--- config.mk ---
export PLATFORM = sky130hd
export DESIGN_NAME = assoc_cache
export DESIGN_NICKNAME = d
export VERILOG_FILES = /design/src/rtl/assoc_cache.sv
export SDC_FILE = /design/constraint.sdc
export NUM_CORES = 1
export LEC_CHECK = 0
export ABC_AREA = 1
export CAP_MARGIN = 40
export CORE_MARGIN = 2
export CORE_UTILIZATION = 35
export CTS_CLUSTER_SIZE = 28
export DETAILED_ROUTE_END_ITERATION = 12
export SLEW_MARGIN = 0
export SYNTH_ARGS = -nofsm -noshare
export SYNTH_HDL_FRONTEND = slang
export SYNTH_SLANG_ARGS = --single-unit
--- constraint.sdc ---
create_clock -name clk -period 6.9 [get_ports clk]
set_input_delay 1.035 -clock clk [delete_from_list [all_inputs] [get_ports clk]]
set_output_delay 1.035 -clock clk [all_outputs]
set_load 0.01 [all_outputs]
--- src/rtl/assoc_cache.sv ---
// Fully-associative read cache with a single outstanding miss.
// The full request address is the tag. Victim choice is the lowest invalid
// line, otherwise FIFO round-robin (REPL=0) or true LRU (REPL=1).
module assoc_cache #(
  parameter int ADDR_W  = 16,
  parameter int DATA_W  = 16,
  parameter int ENTRIES = 4,
  parameter int REPL    = 0
) (
  input  logic              clk,
  input  logic              rst_n,
  input  logic              req_valid,
  output logic              req_ready,
  input  logic [ADDR_W-1:0] req_addr,
  input  logic              flush,
  output logic              rsp_valid,
  output logic [DATA_W-1:0] rsp_data,
  output logic              rsp_hit,
  output logic              mem_req_valid,
  input  logic              mem_req_ready,
  output logic [ADDR_W-1:0] mem_req_addr,
  input  logic              mem_rsp_valid,
  input  logic [DATA_W-1:0] mem_rsp_data,
  output logic [15:0]       hit_count,
  output logic [15:0]       miss_count
);

  localparam int IDX_W = (ENTRIES > 1) ? $clog2(ENTRIES) : 1;
  localparam logic [IDX_W-1:0] IDX_MAX = IDX_W'(ENTRIES - 1);

  localparam logic [1:0] IDLE  = 2'd0;
  localparam logic [1:0] MREQ  = 2'd1;
  localparam logic [1:0] MWAIT = 2'd2;
  localparam logic [1:0] RESP  = 2'd3;

  logic [1:0]        state;
  logic [ENTRIES-1:0] valid;
  logic [ADDR_W-1:0] line_tag  [ENTRIES];
  logic [DATA_W-1:0] line_data [ENTRIES];
  logic [IDX_W-1:0]  fifo_ptr;
  // Recency rank per line: 0 = least recent, IDX_MAX = most recent.
  logic [IDX_W-1:0]  rank [ENTRIES];

  logic              lookup_hit;
  logic [IDX_W-1:0]  hit_idx;
  logic              has_invalid;
  logic [IDX_W-1:0]  invalid_idx;
  logic [IDX_W-1:0]  lru_idx;
  logic [IDX_W-1:0]  victim;
  logic              accept;
  logic              fill;
  logic              flush_now;
  logic              touch_en;
  logic [IDX_W-1:0]  touch_idx;

  assign req_ready = (state == IDLE) && !flush;
  assign accept    = req_valid && req_ready;
  assign flush_now = (state == IDLE) && flush;
  assign fill      = (state == MWAIT) && mem_rsp_valid;
  assign touch_en  = (accept && lookup_hit) || fill;
  assign touch_idx = fill ? victim : hit_idx;

  // Tag match of the incoming address against all valid lines.
  always_comb begin
    lookup_hit = 1'b0;
    hit_idx    = '0;
    for (int unsigned i = 0; i < ENTRIES; i++) begin
      if (!lookup_hit && valid[i] && (line_tag[i] == req_addr)) begin
        lookup_hit = 1'b1;
        hit_idx    = IDX_W'(i);
      end
    end
  end

  // Victim selection from the line state of the current cycle.
  always_comb begin
    has_invalid = 1'b0;
    invalid_idx = '0;
    lru_idx     = '0;
    for (int unsigned i = 0; i < ENTRIES; i++) begin
      if (!has_invalid && !valid[i]) begin
        has_invalid = 1'b1;
        invalid_idx = IDX_W'(i);
      end
      if (rank[i] == '0) begin
        lru_idx = IDX_W'(i);
      end
    end
    if (has_invalid) begin
      victim = invalid_idx;
    end else if (REPL == 1) begin
      victim = lru_idx;
    end else begin
      victim = fifo_ptr;
    end
  end

  // Control FSM, valid bits, FIFO pointer, counters and registered outputs.
  always_ff @(posedge clk or negedge rst_n) begin
    if (!rst_n) begin
      state         <= IDLE;
      valid         <= '0;
      fifo_ptr      <= '0;
      rsp_valid     <= 1'b0;
      rsp_hit       <= 1'b0;
      rsp_data      <= '0;
      mem_req_valid <= 1'b0;
      mem_req_addr  <= '0;
      hit_count     <= '0;
      miss_count    <= '0;
    end else begin
      case (state)
        IDLE: begin
          if (flush) begin
            valid    <= '0;
            fifo_ptr <= '0;
          end else if (req_valid) begin
            if (lookup_hit) begin
              state     <= RESP;
              rsp_valid <= 1'b1;
              rsp_hit   <= 1'b1;
              rsp_data  <= line_data[hit_idx];
              if (hit_count != '1) hit_count <= hit_count + 16'd1;
            end else begin
              state         <= MREQ;
              mem_req_valid <= 1'b1;
              mem_req_addr  <= req_addr;
              if (miss_count != '1) miss_count <= miss_count + 16'd1;
            end
          end
        end
        MREQ: begin
          if (mem_req_ready) begin
            mem_req_valid <= 1'b0;
            state         <= MWAIT;
          end
        end
        MWAIT: begin
          if (mem_rsp_valid) begin
            valid[victim] <= 1'b1;
            if (!has_invalid) begin
              fifo_ptr <= (fifo_ptr == IDX_MAX) ? '0 : fifo_ptr + IDX_W'(1);
            end
            state     <= RESP;
            rsp_valid <= 1'b1;
            rsp_hit   <= 1'b0;
            rsp_data  <= mem_rsp_data;
          end
        end
        default: begin
          rsp_valid <= 1'b0;
          state     <= IDLE;
        end
      endcase
    end
  end

  // Line tag/data storage; mem_req_addr still holds the captured miss address.
  always_ff @(posedge clk) begin
    if (fill) begin
      line_tag[victim]  <= mem_req_addr;
      line_data[victim] <= mem_rsp_data;
    end
  end

  // Recency ranks: the touched line becomes most recent, newer lines age by one.
  always_ff @(posedge clk or negedge rst_n) begin
    if (!rst_n) begin
      for (int unsigned j = 0; j < ENTRIES; j++) rank[j] <= IDX_W'(j);
    end else if (flush_now) begin
      for (int unsigned j = 0; j < ENTRIES; j++) rank[j] <= IDX_W'(j);
    end else if (touch_en) begin
      for (int unsigned j = 0; j < ENTRIES; j++) begin
        if (IDX_W'(j) == touch_idx) begin
          rank[j] <= IDX_MAX;
        end else if (rank[j] > rank[touch_idx]) begin
          rank[j] <= rank[j] - IDX_W'(1);
        end
      end
    end
  end

endmodule
**Word-level counts from Yosys, hierarchy flattened**

Memories as Yosys holds them, arrays and structs flattened.
Cells that the tools add are included.

- Flip-flop bits (word level): 75
- Bits in writable memories: 128
- Output and inout port bits: 68
- Word-level logic and storage cells: 122
- Memories: 2

- $add $sub $neg: 3
- Order comparisons: 2
- Eq/ne operators: 17
- Mux-type cells: 50
- Bitwise gates (word level): 4
- Reduce and logical (&&, ||, !) cells: 34

Memory list:

| name | words | width | rd ports | clocked after memory_dff | write ports | line | RTL |
|---|---|---|---|---|---|---|---|
| line_data | 4 | 16 | 1 | 0 | 1 | 39 | `logic [DATA_W-1:0] line_data [ENTRIES];` |
| line_tag | 4 | 16 | 4 | 0 | 1 | 38 | `logic [ADDR_W-1:0] line_tag [ENTRIES];` |

Operator list:

| kind | count |
|---|---|
| 16-bit == test | 4 |
| 16-bit two-way mux | 4 |
| 16-bit by 1-bit adder with 16-bit output, second input constant | 2 |
| 16-bit != test, second input constant | 2 |
| 16-bit one-hot mux with 2 select lines | 1 |
| 2-bit two-way mux | 14 |
| 5-bit AND reduction | 5 |
| 1-bit two-way mux | 22 |
| 2-bit != test, second input constant | 8 |
| 1-bit logical AND | 13 |
| 4-bit AND reduction | 3 |
| 1-bit logical NOT | 9 |
| 4-bit two-way mux | 2 |
| 4-bit one-hot mux with 2 select lines | 1 |
| 2-bit one-hot mux with 3 select lines | 1 |
| 2-bit == test, second input constant | 2 |
| 4-bit OR | 1 |
| 1-bit one-hot mux with 2 select lines | 2 |
| 2-bit one-hot mux with 2 select lines | 1 |
| 2-bit nonzero test | 2 |
| 2-bit by 3-bit < comparator with 1-bit output, second input constant | 1 |
| 1-bit NOT | 3 |
| 1-bit one-hot mux with 3 select lines | 1 |
| 3-bit AND reduction | 1 |
| other kinds (5) | 5 |

**Depth between registers and ports, before layout**

Gate-level depths: netlist (run 1).
An unclocked memory read counts as a cell.

- Word-level depth: 21
- Depth in mapped cells: 16
- Mapped depth without buffers: 16

**Worst setup path after synthesis (run 1)**

Ideal clock, no wire load.

- Path kind: input to register
- From: input port mem_rsp_valid
- To: memory line_data[3][0], enable pin
- Setup time: 461 ps
- Arrival time: 3377 ps
- Slack: 3062 ps
- Stages: 2
- Buffers on the path: 0
- Cell sequence: nand2_1 -> nor3_1

- Word-level cells in the longest chain between the ends: 3

Ends and longest elaborated chain:

| item | line | RTL |
|---|---|---|
| from (decl) | 22 | `input logic mem_rsp_valid,` |
| 1-bit logical AND | 59 | `assign fill = (state == MWAIT) && mem_rsp_valid;` |
| 1-bit two-way mux | 160 | `if (fill) begin` |
| 1-bit two-way mux (implied by the code) | 162 | `line_data[victim] <= mem_rsp_data;` |
| to (decl) | 39 |  |

No other way between the ends.

**Worst setup path in the final report (run 1)**

- From: input port req_addr[14]
- To: register rsp_data[15]

- Word-level cells in the longest chain between the ends: 20
- Elaborated cells between the ends (all ways): 28
- Those cells by class: 5 x eq/ne; 11 x mux; 11 x reduce/logical; 1 x memory

Ends and longest elaborated chain:

| item | line | RTL |
|---|---|---|
| from (decl) | 14 | `input logic [ADDR_W-1:0] req_addr,` |
| 16-bit == test | 68 | `if (!lookup_hit && valid[i] && (line_tag[i] == req_addr)) begin` |
| 1-bit logical AND | 68 |  |
| 1-bit two-way mux | 68 |  |
| 1-bit logical NOT | 68 |  |
| 1-bit logical AND (2 in series) | 68 |  |
| 1-bit two-way mux | 68 |  |
| 1-bit logical NOT | 68 |  |
| 1-bit logical AND (2 in series) | 68 |  |
| 1-bit two-way mux | 68 |  |
| 1-bit logical NOT | 68 |  |
| 1-bit logical AND (2 in series) | 68 |  |
| 2-bit two-way mux | 68 |  |
| memory read 4 x 16 bit | -- |  |
| 16-bit two-way mux | 118 | `if (lookup_hit) begin` |
| 16-bit two-way mux | 117 | `end else if (req_valid) begin` |
| 16-bit two-way mux | 114 | `if (flush) begin` |
| 16-bit one-hot mux with 2 select lines | 112 | `case (state)` |
| to (signal assigned) | 122 | `rsp_data <= line_data[hit_idx];` |
| to (signal assigned) | 147 | `rsp_data <= mem_rsp_data;` |
| to (decl) | 17 | `output logic [DATA_W-1:0] rsp_data,` |

Parallel ways exist; a longest one is shown, timed or not. The select of a mux whose other input is x is not followed.
A chain may end at the register's enable or synchronous reset.

==> reports/metrics.yaml, run 1 <==
synth_fp_nets: 1226
grt_usage_pct: 19.3
hold_class: "in -> async"
routed_via_density: 4.93
via_count: 8393
synth-seq-cells: 203
cts_made_buffers: 24
dp.final_hpwl_um: 21000
timing.setup.tns_ns: 0
syn2layout_area_growth_pct: 22.5
grt_pass1_wl_um: 45900
routed_wirelength_um: 29000
syn_avg_cell_area_um2: 8.60
utilization_pct: 43.5
status: "finished clean"
leakagePower_nw: 5.36
power.density_nw_per_um2: 327
r2r_cells: 10
place_congestion: 1.03
ioPinCount: 106
port_buffers: 105
rsz0062_at_grt: "false"
yosysMostFrequentCell: "nand2_1"
yosys_warnings: 0
drive_above_1_share_pct: 7.51
drc: 0
antenna_found_initial: 0
max_slew.worst_pin.slew_ns: 0.802
drv_cap: 0
maxSlewViolCount: 0
cp.arrival_ns: 4.52
multi_input_area_um2: 3830
cp_max_fo: 34
synthesis.area_um2: 10200
async_flop_share_pct: 36.9
synth_edf_count: 128
cts_buffer_depth: 3
fillers: 2816
cts_resized: 0
layout.nets: 1346
clkTransAtPathRegs_ns: 0.06
hold_viol: 0
core_um2: 28600
htreeDepth: 1
worstSkewPairLatency_ns: 0.53
grt-ovfl-total: 0
clock.fmax_ghz: 0.245
cts_num_sinks: 203
synth_ff_type: "edfxtp_1"
ys_types: 38
ctsHoldBuffers: 0
cts_tree: "done"
dieHeight_um: 174
period_share_pct: 59.1
post_cts_buffers: 0
ir_worst_vdd_mv: 0.154
startpoint_type: "primary input"
crit_path_end_kind: "register"
initial_core_util_pct: 35.5
fin_crit_ns: 4.08
rows: 62
ys_seq_area_share_pct: 56.3
wl_per_cell_um: 17.0
grt_pass1_vias: 8087
drt_iter0_drc: 654
clock_skew_ns: 0.0119
setup_violations: 0
diodes: 0
yosys-top-cells-area: "edfxtp_1, dfrtp_1, nand2_1, nand3_1, nor2_1"
synth.top_cells.by_count: "nand2_1, nor2_1, edfxtp_1"
register_area_um2: 5720
synth_top_area_share_pct: 37.8
path_class: "in -> reg"
slew_headroom_pct: 46.5
ant_nets: 0
firstDrtPassIters: 5
postSynthCellCount: 1181
yosysTopAreaCell: "edfxtp_1"
cp.required_ns: 7.35
hold_slack_ns: 0.430
root_buffer: "clkbuf_16"
die_area_um2: 30400
die_width_um: 174
grt_max_degree: 51
logic make-up (layout without fill, tap and decap cells):
kind of cell / count (synthesis) / after routing / synth area share, %
simple gates: 709 / 709 / 29.8
flops: 203 / 203 / 56.3
buf+inv: 154 / 292 / 6.21
compound gates: 76 / 76 / 4.10
xor+xnor: 32 / 32 / 2.76
fa+ha+maj: 7 / 7 / 0.862
metal layers:
metal	up-vias	share of wire (%)	track usage, %
li1	4104	-	-
met1	3998	47	27.6
met2	235	45	30.0
met3	56	5.8	3.46
met4	0	2.6	5.71
met5	-	0	0
layout make-up:
cell class / instances / area share (%)
multi-input cells: 824 / 30.7
repair buffers: 116 / 9.15
flip-flops and latches: 203 / 46.0
well taps: 384 / 3.86
inverters: 132 / 3.99
clock inverters: 14 / 1.29
clock buffers: 30 / 5.01
metrics by stage:
stage	worst slack, ns	std cells	power, mW	cell area [µm²]
global placement	2.31	1657	2.83	11600
finish	2.82	1703	4.07	12400
floorplan	3.06	1181	2.33	10200
global route	2.45	1703	4.30	12400
detailed placement	2.30	1659	2.83	11700
CTS	2.85	1703	4.11	12400
final timing paths:
path / start / to / slack [ns]
min in group clk: miss_count[8] / miss_count[8] / 0.50
worst max register to register: state[0] / rsp_data[15] / 3.35
worst min-delay path: rst_n / miss_count[11] / 0.43
worst min register to register: miss_count[8] / miss_count[8] / 0.50
worst max-delay path: req_addr[14] / rsp_data[15] / 2.82
max in group asynchronous: rst_n / rsp_data[6] / 5.41
cell usage in the layout, fill, tap and decap left out, drive strengths merged:
| cell | instances |
|---|---|
| nand2 | 376 |
| nor2 | 151 |
| inv | 130 |
| nand3 | 129 |
| edfxtp | 128 |
| clkdlybuf4s50 | 104 |
| dfrtp | 75 |
| a21oi | 39 |
| o21ai | 32 |
| clkbuf | 30 |
| nor3 | 21 |
| xor2 | 20 |
| nand4 | 20 |
| xnor2 | 12 |
| buf | 12 |
| clkinv | 11 |
| ha | 7 |
| nand3b | 4 |
| and2 | 3 |
| nor4 | 3 |
| bufinv | 3 |
| o21a | 2 |
| o22ai | 2 |
| clkinvlp | 2 |
| o211ai | 1 |
| and3 | 1 |
| or2 | 1 |
critical path, stage by stage:
cell,delay (ns)
clkdlybuf4s50_1,0.63
inv_2,0.11
nand2_1,0.07
nand2_1,0.15
nor3_1,0.25
nand3_2,0.65
nand2_4,0.32
nor2_4,0.06
nand2_4,0.08
nand3b_2,0.47
clkinv_2,0.45
nor2_1,0.09
a21oi_1,0.13
sequential cells by signal (all words and copies together), names as in the netlist, 2 cells and up:
signal	cells
mem_req_addr	16
fifo_ptr	2
valid	4
hit_count	16
miss_count	16
rsp_data	16
line_data	64
state	2
line_tag	64
where the power goes:
group	leakage, nW	internal, mW	switching [mW]
Clock	0.381	0.755	0.504
Sequential	2.10	1.57	0.179
Combinational	2.88	0.434	0.633
Power figures use the tool's default switching activity.
==> run 2: changes to the inputs <==
==> constraint.sdc (replaced) <==
create_clock -name clk -period 3.8 [get_ports clk]
set_input_delay 0.57 -clock clk [delete_from_list [all_inputs] [get_ports clk]]
set_output_delay 0.57 -clock clk [all_outputs]
set_load 0.01 [all_outputs]
==> run 2 against run 1 <==
  * Combinational power increased by 84%
  * First-iteration DRC count grew 14%
  * Final area is 0.70% higher
  * Power is 85% higher
  * Non-clock buffer count up 6
  * Die area unchanged
  * Register-to-register slack worse by 2.1 ns
  * Critical path type is now reg -> out
==> reports/metrics.yaml, run 2 (synthesis results as in run 1) <==
total_power_mw: 7.52
fin_ws_ns: 0.877
ant_nets: 0
fillers: 2723
routed_wirelength_um: 28800
wl_per_cell_um: 16.9
largestRegisters: "line_data (64), line_tag (64)"
ir_worst_vdd_mv: 0.428
clkTransAtPathRegs_ns: 0.06
timing.rr.end: "line_tag[2][15]"
maxSlewViolCount: 0
port_buffers: 105
leakagePower_nw: 5.39
r2r_cells: 7
grt_max_degree: 48
slew_headroom_pct: 54.6
layout_commonest_cell: "nand2_1"
cp.arrival_ns: 2.35
startpoint_type: "register"
syn2layout_area_growth_pct: 23.4
path_class: "reg -> out"
final_cell_mix: "nand2_1, nor2_1, edfxtp_1"
grt_usage_pct: 19.0
clock.fmax_ghz: 0.342
cts_made_buffers: 23
grtUsageMet2_pct: 29.5
status: "finished clean"
fin_crit_ns: 2.92
grt.busiest_layer: "met2"
numPlacedInstances: 1665
dpl-instance-area_um2: 11700
firstDrtPassIters: 5
use_met1_pct: 27.4
timing.setup.tns_ns: 0
rows: 62
hold_class: "in -> async"
routed_via_density: 4.91
grt_pass1_wl_um: 45300
cts_buffer_depth: 3
layout.nets: 1351
dp_slack_ns: 0.660
cts_tree: "done"
root_buffer: "clkbuf_16"
power.density_nw_per_um2: 600
htreeDepth: 1
grt_use_met3_pct: 3.41
drv_cap: 0
regToRegSetupSlack_ns: 1.22
reg2reg_from: "valid[0]"
crit_path_end_kind: "primary output"
cts_num_sinks: 203
multi_input_area_um2: 3830
finalNonFillerCells: 1707
grt_pass1_vias: 8135
design_area_um2: 12500
dp.final_hpwl_um: 20600
hold_slack_ns: 0.0790
ioPinCount: 106
setup_violations: 0
die_area_um2: 30400
cp.required_ns: 3.23
die_width_um: 174
clock_skew_ns: 0.0201
hold_viol: 0
max_slew.worst_pin.slew_ns: 0.682
cts_resized: 0
dieHeight_um: 174
grt-ovfl-total: 0
cp_max_fo: 8
diodes: 0
period_share_pct: 76.9
worstSkewPairLatency_ns: 0.53
place_congestion: 1.01
initial_core_util_pct: 35.5
drive_above_1_share_pct: 7.94
drc: 0
utilization_pct: 43.8
post_cts_buffers: 0
register_area_um2: 5720
drt_iter0_drc: 746
via_count: 8383
ctsHoldBuffers: 0
antenna_found_initial: 0
core_um2: 28600
rsz0062_at_grt: "false"
==> run 2: changes by cell type in the layout (fill, tap and decap cells not counted), moves of 2 or more <==
cell,change
buf_4,+6
bufinv_16,+2
clkinv_2,-5
clkinvlp_4,+3
clkbuf_1,-3
==> run 2: critical path, cell delays in order, from the launching register on <==
cell and delay [ns]:
dfrtp_1 0.40, inv_1 0.11, ha_1 0.40, inv_1 0.13
nor2_1 0.19, clkdlybuf4s50_1 0.61
==> run 2: area by class of cell <==
type,instances,share of cell area [%]
flip-flops and latches,203,45.6
multi-input cells,824,30.5
repair buffers,122,9.48
clock buffers,26,4.68
inverters,132,3.96
well taps,384,3.83
clock inverters,16,1.87
==> run 2: power breakdown <==
part | switching, mW | leakage (nW) | total [mW] | internal (mW)
Sequential | 0.319 | 2.10 | 3.16 | 2.84
Combinational | 1.16 | 2.90 | 1.97 | 0.808
Clock | 0.927 | 0.384 | 2.39 | 1.47
Total | 2.41 | 5.39 | 7.52 | 5.12
==> run 2: how the worst max path moves through the flow <==
stage	from	end	slack (ns)	depth (start not counted)
floorplan	state[0]	line_data[3][0]	-0.02	5
global placement	req_addr[13]	rsp_data[11]	0.68	15
detailed placement	req_addr[15]	rsp_data[1]	0.66	15
CTS	state[0]	req_ready	0.89	5
global route	state[0]	req_ready	0.75	5
finish	state[0]	req_ready	0.88	5
==> run 2: layer usage <==
metal  part of all wire, %  wire [µm]
met1                    47      13600
met2                    44      12600
met3                   6.6       1910
met4                   2.2        648
met5                     0          0
==> run 3: changes to the inputs <==
==> constraint.sdc (replaced) <==
create_clock -name clk -period 2.4 [get_ports clk]
set_input_delay 0.36 -clock clk [delete_from_list [all_inputs] [get_ports clk]]
set_output_delay 0.36 -clock clk [all_outputs]
set_load 0.01 [all_outputs]
==> run 3 against run 2 <==
  * Wire length is 1.9% higher
  * Clock power is 78% higher
  * Register-to-register slack worse by 1.0 ns
  * Sequential power is 58% higher
  * Global-route usage is 0.44 points higher
  * Combinational power is 77% higher
  * Via count is 4.8% higher
  * Die area stayed put
  * Largest cell class unchanged
  * Highest routed layer unchanged
==> reports/metrics.yaml, run 3 (synthesis results as in run 1) <==
hold_start: "req_addr[1]"
numPlacedInstances: 1790
clock.fmax_ghz: 0.449
drv_cap: 0
dieHeight_um: 174
utilization_pct: 48.2
die_width_um: 174
dr.max_layer_used: "met4"
grt-ovfl-total: 0
status: "finished clean"
grt_max_degree: 38
wl_per_cell_um: 16.0
cp.required_ns: 2.81
cts_made_buffers: 24
period_share_pct: 92.7
routed_via_density: 4.79
antenna_found_initial: 0
fin_crit_ns: 2.23
hold_class: "in -> reg"
cp.arrival_ns: 2.63
drc: 0
clock_skew_ns: 0.0161
hold_viol: 0
rows: 62
core_um2: 28600
cts_buffer_depth: 3
cp_max_fo: 18
finalNonFillerCells: 1835
drt_iter0_drc: 608
path_class: "in -> reg"
maxSlewViolCount: 0
wl_met2_um: 13400
ioPinCount: 106
grt_pass1_wl_um: 47000
firstDrtPassIters: 5
crit_path_end_kind: "register"
whs_endpoint: "mem_req_addr[1]"
grt_usage_pct: 19.5
startpoint_type: "primary input"
ir_worst_vdd_mv: 0.674
diodes: 0
regToRegSetupSlack_ns: 0.20
wl_met3_um: 1700
max_slew.worst_pin.slew_ns: 0.522
hold_depth: 4
cts_num_sinks: 203
slew_headroom_pct: 65.2
worstSkewPairLatency_ns: 0.53
place_congestion: 0.989
timing.rr.end: "line_tag[3][14]"
syn2layout_area_growth_pct: 35.7
via_count: 8788
ant_nets: 0
clkTransAtPathRegs_ns: 0.06
routed_wirelength_um: 29400
root_buffer: "clkbuf_16"
rsz0062_at_grt: "false"
port_buffers: 105
layout_commonest_cell: "nand2_1"
die_area_um2: 30400
r2r_cells: 6
reg2reg_from: "valid[2]"
setup_violations: 0
drive_above_1_share_pct: 16.3
power.density_nw_per_um2: 924
met1Wirelength_um: 13800
cts_tree: "done"
dp.final_hpwl_um: 22100
leakagePower_nw: 6.18
initial_core_util_pct: 35.5
final_cell_mix: "nand2_1, nor2_1, buf_4"
largestRegisters: "line_data (64), line_tag (64)"
grt_pass1_vias: 8743
layout.nets: 1478
htreeDepth: 1
## run 3: cell count changes in the layout (fill, tap and decap cells not counted), sizes merged, moves of 3 or more
cell	previous run	this run
buf	18	143
bufinv	5	8
clkbuf	26	34
clkdlybuf4s50	104	98
clkinv	6	3
clkinvlp	5	0
dlymetal6s2s	0	6
## run 3: worst max path at each step
stage / start / endpoint / cells past startpoint
detailed placement: req_addr[15] / rsp_data[12] / 14
floorplan: state[0] / line_data[1][0] / 5
CTS: state[1] / req_ready / 5
global placement: req_addr[6] / hit_count[15] / 14
global route: req_addr[0] / rsp_data[0] / 15
finish: req_addr[0] / rsp_data[10] / 15
## run 3: report_power, final
group | switching [mW] | total [mW] | internal, mW
registers | 0.485 | 4.99 | 4.50
clock network | 1.41 | 4.26 | 2.85
logic | 1.92 | 3.49 | 1.57
## run 3: layout make-up
cell class | instances | area (µm²)
fill | 2654 | 14800
sequential | 203 | 5720
multi-input combinational | 824 | 3870
timing repair buffer | 248 | 2270
clock buffer | 34 | 688
inverter | 132 | 498
tap | 384 | 480
clock inverter | 10 | 262
## run 3: worst max-delay path, cell delays in order
cell	delay [ns]
clkdlybuf4s50_1	0.60
inv_2	0.09
nand2_1	0.11
nand2_1	0.10
nor2_1	0.10
nand2_1	0.06
nor2_1	0.20
nand3_2	0.15
nand2_4	0.13
nor2_4	0.05
nand2_4	0.07
nand3b_2	0.16
buf_12	0.21
a21oi_1	0.13
a21oi_1	0.09
## run 3: metrics by stage
stage / power (mW) / worst slack [ns] / hold slack, ns / TNS [ns] / cell area [µm²]
floorplan: 6.72 / 0.0236 / 0.0644 / 0 / 10200
global placement: 8.47 / -0.483 / 0.376 / -19.18 / 12800
detailed placement: 8.52 / -0.449 / 0.376 / -20.81 / 12800
CTS: 12.9 / 0.00129 / 0.359 / 0 / 13700
global route: 13.4 / 0.00682 / 0.384 / 0 / 13800
finish: 12.7 / 0.175 / 0.332 / 0 / 13800
## run 3: repair_timing
action | CTS | global route
buffers inserted | 0 | 0
hold buffers | 1 | 0
endpoints found under the hold margin | 34 | 0
gates resized for setup | 0 | 16
endpoints found under the setup margin | 0 | 40
## run 3: metal layers
layer / global-route usage [%] / up-vias
met5: 0 / -
met4: 4.34 / 0
li1: - / 4354
met3: 3.37 / 41
met2: 31.9 / 230
met1: 27.1 / 4163
